`src/rtl/crit_path_select_driver_pkg.sv`:
```
// crit_path_pkg: FSM state and grant encodings plus the qualifier-true pattern shared by the selector driver files
package crit_path_pkg;
  typedef enum logic [1:0] {IDLE = 2'd0, DRIVE_A = 2'd1, DRIVE_B = 2'd2} drive_state_t;
  typedef enum logic {GRANT_A = 1'b0, GRANT_B = 1'b1} grant_t;
  localparam logic [2:0] QUAL_TRUE = 3'b111;
endpackage

```
`src/rtl/crit_path_select_driver_if.sv`:
```
// crit_path_select_driver_if: source A/B valid-ready-data, selector terms, busy and counters; master = driver, slave = sources/selector side
interface crit_path_select_driver_if #(parameter int CNT_W = 8);
  logic a_valid, a_data, a_ready;
  logic b_valid, b_data, b_ready;
  logic in1, in2, non_critical;
  logic critical, additional_condition1, additional_condition2;
  logic busy;
  logic [CNT_W-1:0] a_count, b_count;
  modport master (
    input  a_valid, a_data, b_valid, b_data,
    output a_ready, b_ready, in1, in2, non_critical, critical,
           additional_condition1, additional_condition2, busy, a_count, b_count
  );
  modport slave (
    output a_valid, a_data, b_valid, b_data,
    input  a_ready, b_ready, in1, in2, non_critical, critical,
           additional_condition1, additional_condition2, busy, a_count, b_count
  );
endinterface

```
`src/rtl/crit_path_select_driver_rr_arb2.sv`:
```
// rr_arb2: two-requester round-robin arbiter; i_req[0]=A, i_req[1]=B, i_en gates grants, i_last_grant breaks ties, o_gnt one-hot
module rr_arb2
  import crit_path_pkg::*;
(
  input  logic [1:0] i_req,
  input  logic       i_en,
  input  grant_t     i_last_grant,
  output logic [1:0] o_gnt
);
  assign o_gnt[0] = i_en & i_req[0] & (~i_req[1] | (i_last_grant == GRANT_B));
  assign o_gnt[1] = i_en & i_req[1] & (~i_req[0] | (i_last_grant == GRANT_A));
endmodule

```
`src/rtl/crit_path_select_driver.sv`:
```
// crit_path_select_driver: arbitrates sources A/B and encodes each word onto the qualified selector, then holds it; ports clk, rst (sync, active high), bus (master: handshakes in, selector terms/busy/counters out)
module crit_path_select_driver
  import crit_path_pkg::*;
#(
  parameter int HOLD_CYCLES = 2,
  parameter int CNT_W       = 8
) (
  input logic clk,
  input logic rst,
  crit_path_select_driver_if.master bus
);
  localparam int HW = HOLD_CYCLES > 1 ? $clog2(HOLD_CYCLES) : 1;
  drive_state_t r_state, w_state;
  grant_t r_grant, w_grant;
  logic [HW-1:0] r_hold, w_hold;
  logic r_word, w_word, r_last, w_last;
  logic [CNT_W-1:0] r_a_cnt, r_b_cnt;
  logic [1:0] w_gnt;
  logic [5:0] r_out, w_out;
  logic r_busy, w_busy;
  rr_arb2 u_arb (
    .i_req       ({bus.b_valid, bus.a_valid}),
    .i_en        (r_state == IDLE),
    .i_last_grant(r_grant),
    .o_gnt       (w_gnt)
  );
  always_ff @(posedge clk) begin
    if (rst) begin
      r_state <= IDLE;
      r_grant <= GRANT_B;
      r_hold  <= '0;
      r_word  <= 1'b0;
      r_last  <= 1'b0;
      r_a_cnt <= '0;
      r_b_cnt <= '0;
      r_out   <= '0;
      r_busy  <= 1'b0;
    end else begin
      r_state <= w_state;
      r_grant <= w_grant;
      r_hold  <= w_hold;
      r_word  <= w_word;
      r_last  <= w_last;
      r_a_cnt <= r_a_cnt + CNT_W'(w_gnt[0]);
      r_b_cnt <= r_b_cnt + CNT_W'(w_gnt[1]);
      r_out   <= w_out;
      r_busy  <= w_busy;
    end
  end
  always_comb begin
    w_state = r_state;
    w_grant = r_grant;
    w_hold  = r_hold;
    w_word  = r_word;
    w_last  = r_last;
    if (r_state == IDLE) begin
      if (|w_gnt) begin
        w_state = w_gnt[0] ? DRIVE_A : DRIVE_B;
        w_grant = w_gnt[0] ? GRANT_A : GRANT_B;
        w_word  = w_gnt[0] ? bus.a_data : bus.b_data;
        w_hold  = HW'(HOLD_CYCLES - 1);
      end
    end else if (r_hold == '0) begin
      w_state = IDLE;
      w_last  = r_word;
    end else begin
      w_hold = r_hold - HW'(1);
    end
  end
  // {in1, in2, non_critical, critical, additional_condition1, additional_condition2}, taken from next-state so the register stage lines up with the FSM
  always_comb begin
    w_out  = (w_state == DRIVE_A) ? {w_word, w_last, 1'b1, QUAL_TRUE} :
             (w_state == DRIVE_B) ? {w_last, w_word, 4'b0000} : {w_last, w_last, 4'b0000};
    w_busy = w_state != IDLE;
  end
  assign bus.a_ready = w_gnt[0];
  assign bus.b_ready = w_gnt[1];
  assign {bus.in1, bus.in2, bus.non_critical, bus.critical,
          bus.additional_condition1, bus.additional_condition2} = r_out;
  assign bus.busy    = r_busy;
  assign bus.a_count = r_a_cnt;
  assign bus.b_count = r_b_cnt;
endmodule

```
`src/flat_wrapper.sv`:
```
// flat-port wrapper written by rule: the top's interface ports become plain ports
module crit_path_select_driver_flat import crit_path_pkg::*;
#(
  parameter int HOLD_CYCLES = 2,
  parameter int CNT_W       = 8
)
  (clk, rst, bus_a_valid, bus_a_data, bus_b_valid, bus_b_data, bus_a_ready, bus_b_ready, bus_in1, bus_in2, bus_non_critical, bus_critical, bus_additional_condition1, bus_additional_condition2, bus_busy, bus_a_count, bus_b_count);
  crit_path_select_driver_if #(.CNT_W(CNT_W)) bus_i ();
  input logic clk;
  input logic rst;
  input wire logic [$bits(bus_i.a_valid)-1:0] bus_a_valid;
  input wire logic [$bits(bus_i.a_data)-1:0] bus_a_data;
  input wire logic [$bits(bus_i.b_valid)-1:0] bus_b_valid;
  input wire logic [$bits(bus_i.b_data)-1:0] bus_b_data;
  output wire logic [$bits(bus_i.a_ready)-1:0] bus_a_ready;
  output wire logic [$bits(bus_i.b_ready)-1:0] bus_b_ready;
  output wire logic [$bits(bus_i.in1)-1:0] bus_in1;
  output wire logic [$bits(bus_i.in2)-1:0] bus_in2;
  output wire logic [$bits(bus_i.non_critical)-1:0] bus_non_critical;
  output wire logic [$bits(bus_i.critical)-1:0] bus_critical;
  output wire logic [$bits(bus_i.additional_condition1)-1:0] bus_additional_condition1;
  output wire logic [$bits(bus_i.additional_condition2)-1:0] bus_additional_condition2;
  output wire logic [$bits(bus_i.busy)-1:0] bus_busy;
  output wire logic [$bits(bus_i.a_count)-1:0] bus_a_count;
  output wire logic [$bits(bus_i.b_count)-1:0] bus_b_count;
  assign bus_i.a_valid = bus_a_valid;
  assign bus_i.a_data = bus_a_data;
  assign bus_i.b_valid = bus_b_valid;
  assign bus_i.b_data = bus_b_data;
  assign bus_a_ready = bus_i.a_ready;
  assign bus_b_ready = bus_i.b_ready;
  assign bus_in1 = bus_i.in1;
  assign bus_in2 = bus_i.in2;
  assign bus_non_critical = bus_i.non_critical;
  assign bus_critical = bus_i.critical;
  assign bus_additional_condition1 = bus_i.additional_condition1;
  assign bus_additional_condition2 = bus_i.additional_condition2;
  assign bus_busy = bus_i.busy;
  assign bus_a_count = bus_i.a_count;
  assign bus_b_count = bus_i.b_count;
  crit_path_select_driver #(.HOLD_CYCLES(HOLD_CYCLES), .CNT_W(CNT_W)) u_core (.clk(clk), .rst(rst), .bus(bus_i));
endmodule
```
`config.mk`:
```
export PLATFORM = sky130hd
export DESIGN_NAME = crit_path_select_driver_flat
export DESIGN_NICKNAME = d
export VERILOG_FILES = /design/src/rtl/crit_path_select_driver_pkg.sv /design/src/rtl/crit_path_select_driver_if.sv /design/src/rtl/crit_path_select_driver_rr_arb2.sv /design/src/rtl/crit_path_select_driver.sv /design/src/flat_wrapper.sv
export SDC_FILE = /design/constraint.sdc
export NUM_CORES = 1
export LEC_CHECK = 0
export BUFFER_PORTS_ARGS = -buffer_cell sky130_fd_sc_hd__buf_2
export CAP_MARGIN = 25
export CORE_MARGIN = 10
export CORE_UTILIZATION = 53
export DETAILED_ROUTE_END_ITERATION = 8
export GPL_ROUTABILITY_DRIVEN = 0
export PLACE_DENSITY = 0.81
export SYNTH_ARGS = -nofsm -noshare
export SYNTH_HDL_FRONTEND = slang
export SYNTH_SLANG_ARGS = --single-unit
```
`constraint.sdc`:
```
create_clock -name clk -period 3.3 [get_ports clk]
set_input_delay 0.66 -clock clk [delete_from_list [all_inputs] [get_ports clk]]
set_output_delay 0.66 -clock clk [all_outputs]
set_load 0.01 [all_outputs]
```
==> impl_metrics.xml <==
<?xml version="1.0" encoding="UTF-8"?>
<metrics>
  <group name="global_route">
    <metric name="grt_most_used_layer" unit="">met2</metric>
    <metric name="grt_pass1_vias" unit="">872</metric>
    <metric name="grt_first_pass_wirelength" unit="mm">3.64</metric>
    <metric name="antenna_found_initial" unit="">0</metric>
    <metric name="maximum_number_of_pins_on_one_net_before_global_route_repair" unit="">26</metric>
    <metric name="gr-usage-all-layers" unit="">0.103</metric>
    <metric name="leftover_overflow_at_the_end_of_global_routing" unit="">0</metric>
    <metric name="grt_util_met2" unit="">0.174</metric>
    <metric name="groute.layer.met3.usage" unit="">0.0395</metric>
    <metric name="globalRouteMet1Util" unit="">0.115</metric>
  </group>
  <group name="final_layout">
    <metric name="final_nets" unit="">150</metric>
    <metric name="n_antenna_cell" unit="">0</metric>
    <metric name="area_delta_synth_final" unit="%">16.3</metric>
    <metric name="final_common_cell" unit="">buf_2</metric>
    <metric name="post_route_cells_drive_above_1_share" unit="">0.279</metric>
    <metric name="fin_area" unit="µm²">1250</metric>
    <metric name="final_cell_mix" unit="">30 x buf_2, 26 x dfxtp_1, 14 x nor2_1</metric>
  </group>
  <group name="cts">
    <metric name="clockRootBuffer" unit="">clkbuf_4</metric>
    <metric name="clk_pin_slew" unit="ns">0.13</metric>
    <metric name="cts-htree-levels" unit="">1</metric>
    <metric name="postCtsHoldBufs" unit="">0</metric>
    <metric name="clock-sinks" unit="">26</metric>
    <metric name="cts_post_setup_buffers_inserted" unit="">0</metric>
    <metric name="clock_buffers_created_by_tritoncts" unit="">3</metric>
    <metric name="cts_tree" unit="">yes</metric>
    <metric name="ctsLongestPathBuffers" unit="">2</metric>
    <metric name="cts_resized" unit="">0</metric>
    <metric name="insertion_delay" unit="ns">0.30</metric>
  </group>
  <group name="critical_path">
    <metric name="critPathTopFamily" unit="">simple AND/OR/NAND/NOR gates</metric>
    <metric name="crit_path_cell_trace" unit="">buf_2 &gt; nor3b_2 &gt; and2_4 &gt; buf_2</metric>
    <metric name="crit_end_element" unit="">primary output</metric>
    <metric name="setup.reg_to_reg.worst_slack" unit="ns">1.56</metric>
    <metric name="timing.reg2reg.worst_path_depth" unit="">7</metric>
    <metric name="worst_ep_arrival_time" unit="ns">1.42</metric>
    <metric name="critical_path_class" unit="">primary input to primary output</metric>
    <metric name="critical_path.reg2reg.endpoint" unit="">u_core.bus.b_count[7]</metric>
    <metric name="worstSetupPathDepth" unit="">4</metric>
    <metric name="cp_common_cell" unit="">buf_2</metric>
    <metric name="timing.critical_path.required" unit="ns">2.64</metric>
    <metric name="timing.critical_path.slowest_cell_delay" unit="ns">0.31</metric>
    <metric name="timing.critical_path.fanout_max" unit="">6</metric>
    <metric name="crit_buf_inv" unit="">2</metric>
    <metric name="setup.worst_path.start_class" unit="">primary input</metric>
    <metric name="critical_path.slowest_cell" unit="">nor3b_2</metric>
    <metric name="rr_startpoint" unit="">u_core.r_state[1]</metric>
  </group>
  <group name="timing">
    <metric name="max_freq" unit="GHz">0.481</metric>
    <metric name="drv_slew" unit="">0</metric>
    <metric name="rsz0062_at_grt" unit="">false</metric>
    <metric name="slew_headroom" unit="">0.688</metric>
    <metric name="worstMarginPinSlew" unit="ns">0.468</metric>
    <metric name="totalNegativeSetupSlack" unit="ns">0</metric>
    <metric name="final.min_clock_period" unit="ns">2.08</metric>
    <metric name="hold_violations_final" unit="">0</metric>
    <metric name="clock-skew-final" unit="ns">0.00313</metric>
    <metric name="finalCritPeriodShare" unit="">0.630</metric>
    <metric name="finalSetupViolations" unit="">0</metric>
    <metric name="worst_hold_margin" unit="ns">0.498</metric>
  </group>
  <group name="pwr">
    <metric name="worst_vdd_rail_ir_drop" unit="mV">0.264</metric>
    <metric name="p_leak" unit="nW">0.572</metric>
    <metric name="pwr_density_cell" unit="nW/µm²">464</metric>
  </group>
  <group name="routing">
    <metric name="drc" unit="">0</metric>
    <metric name="finalWirelength" unit="mm">2.07</metric>
    <metric name="wire_per_inst" unit="µm">12.4</metric>
    <metric name="drt_first_iter_violations" unit="">32</metric>
    <metric name="detail_route.first_pass.iterations" unit="">4</metric>
    <metric name="ant_nets_after_route" unit="">0</metric>
    <metric name="drt-vias-per-instance" unit="">5.06</metric>
    <metric name="route.vias.total" unit="">845</metric>
  </group>
  <group name="logic_synthesis">
    <metric name="async_reset_ff_frac" unit="">0</metric>
    <metric name="ys_seq_elements" unit="">26</metric>
    <metric name="synth_top_flop_cell" unit="">dfxtp_1</metric>
    <metric name="synthesis.nets" unit="">122</metric>
    <metric name="postSynthAreaPerCell" unit="µm²">9.53</metric>
    <metric name="synthesis.instances" unit="">113</metric>
    <metric name="number_of_enable_flip_flop_cells_after_synthesis" unit="">0</metric>
    <metric name="synth_sequential_area_ratio" unit="">0.483</metric>
    <metric name="post_syn_area" unit="µm²">1080</metric>
    <metric name="synth.distinct_cells" unit="">33</metric>
    <metric name="yosys_warnings" unit="">0</metric>
  </group>
  <group name="placed_design">
    <metric name="dp.final_hpwl" unit="mm">1.63</metric>
    <metric name="placement.io_buffers" unit="">30</metric>
    <metric name="placed_area" unit="µm²">1220</metric>
  </group>
  <group name="die">
    <metric name="io_pins" unit="">31</metric>
    <metric name="rows" unit="">16</metric>
    <metric name="die_height" unit="µm">65.1</metric>
    <metric name="placeableCoreArea" unit="µm²">1940</metric>
    <metric name="fp.dieW" unit="µm">65.1</metric>
    <metric name="fp.dieArea" unit="µm²">4240</metric>
    <metric name="floorplan.initialDensity" unit="">0.555</metric>
  </group>
  <group name="worst_hold_path">
    <metric name="min-delay-path-class" unit="">flip-flop to flip-flop</metric>
    <metric name="min_delay_worst_endpoint" unit="">u_core.bus.a_count[7]</metric>
    <metric name="min_delay_path_depth" unit="">2</metric>
    <metric name="min-delay-start" unit="">u_core.bus.a_count[7]</metric>
  </group>
  <group name="outcome">
    <metric name="outcome" unit="">finished, final reports clean</metric>
  </group>
  <group name="run">
    <metric name="max-cap-violations" unit="">0</metric>
  </group>
</metrics>
[worst register-to-register path, cell delays in order (launching register included)]
cell and delay, ns:
dfxtp_1 0.37, nor2_1 0.28, and3_2 0.28, ha_1 0.16, and3_1 0.21, nand3_1 0.12
xor2_1 0.15, nor2_1 0.05
[stage by stage]
| stage | util | cells | setup slack, ns | total power, mW |
|---|---|---|---|---|
| floorplan | - | 113 | 1.43 | 0.414 |
| global placement | 0.626 | 163 | 1.24 | 0.436 |
| detailed placement | 0.626 | 163 | 1.22 | 0.438 |
| CTS | 0.645 | 167 | 1.22 | 0.588 |
| global route | 0.645 | 167 | 1.17 | 0.616 |
| finish | 0.645 | 167 | 1.22 | 0.581 |
[how the worst max path moves through the flow]
stage | start | slack, ns | to
2_1_floorplan | bus_a_valid | 1.43 | bus_a_ready
3_3_place_gp | bus_a_valid | 1.24 | bus_a_ready
3_5_place_dp | bus_a_valid | 1.22 | bus_a_ready
4_1_cts | bus_a_valid | 1.22 | bus_a_ready
5_1_grt | bus_a_valid | 1.17 | bus_a_ready
6_report | bus_a_valid | 1.22 | bus_a_ready
[metal layers]
metal / vias to the layer above / wire length, µm
li1: 443 / -
met1: 379 / 951
met2: 21 / 933
met3: 2 / 160
met4: 0 / 21
met5: - / 0
[registers in the layout, summed over array words and instances (netlist names)]
name	cells
u_core.bus.a_count	8
u_core.bus.b_count	8
u_core.bus.busy	1
u_core.r_grant	1
u_core.r_hold	1
u_core.r_last	1
u_core.r_out	3
u_core.r_state	2
u_core.r_word	1
[cell type report]
| type | count | area (µm²) |
|---|---|---|
| clock buffer | 4 | 36.3 |
| sequential | 26 | 520 |
| timing repair buffer | 30 | 150 |
| inverter | 3 | 11.3 |
| multi-input combinational | 77 | 500 |
| tap | 27 | 33.8 |
| fill | 179 | 689 |
[synthesized netlist by cell type, drive strengths merged, types with 4 or more instances]
master	instances	area [µm²]
xor2	6	52.6
nor2	14	52.6
nand3	6	30.0
nor2b	4	25.0
dfxtp	26	521
and3	4	26.3
buf	4	33.8
xnor2	4	35.0
nand2	4	15.0
a21oi	5	25.0
o21ai	4	20.0
[kinds of logic (layout without fill, tap and decap cells)]
family / Yosys count / after routing / synth area share
compound gates: 17 / 17 / 0.103
xor+xnor: 10 / 10 / 0.0813
flops: 26 / 26 / 0.483
buf+inv: 10 / 37 / 0.0523
fa+ha+maj: 3 / 3 / 0.0348
simple gates: 47 / 47 / 0.245
[where the power goes]
part           internal, mW  total, mW  switching, mW
Combinational        0.0388     0.0852         0.0465
Clock                0.0673      0.152         0.0846
Sequential            0.332      0.344         0.0126
(Power assumes the default switching activity.)
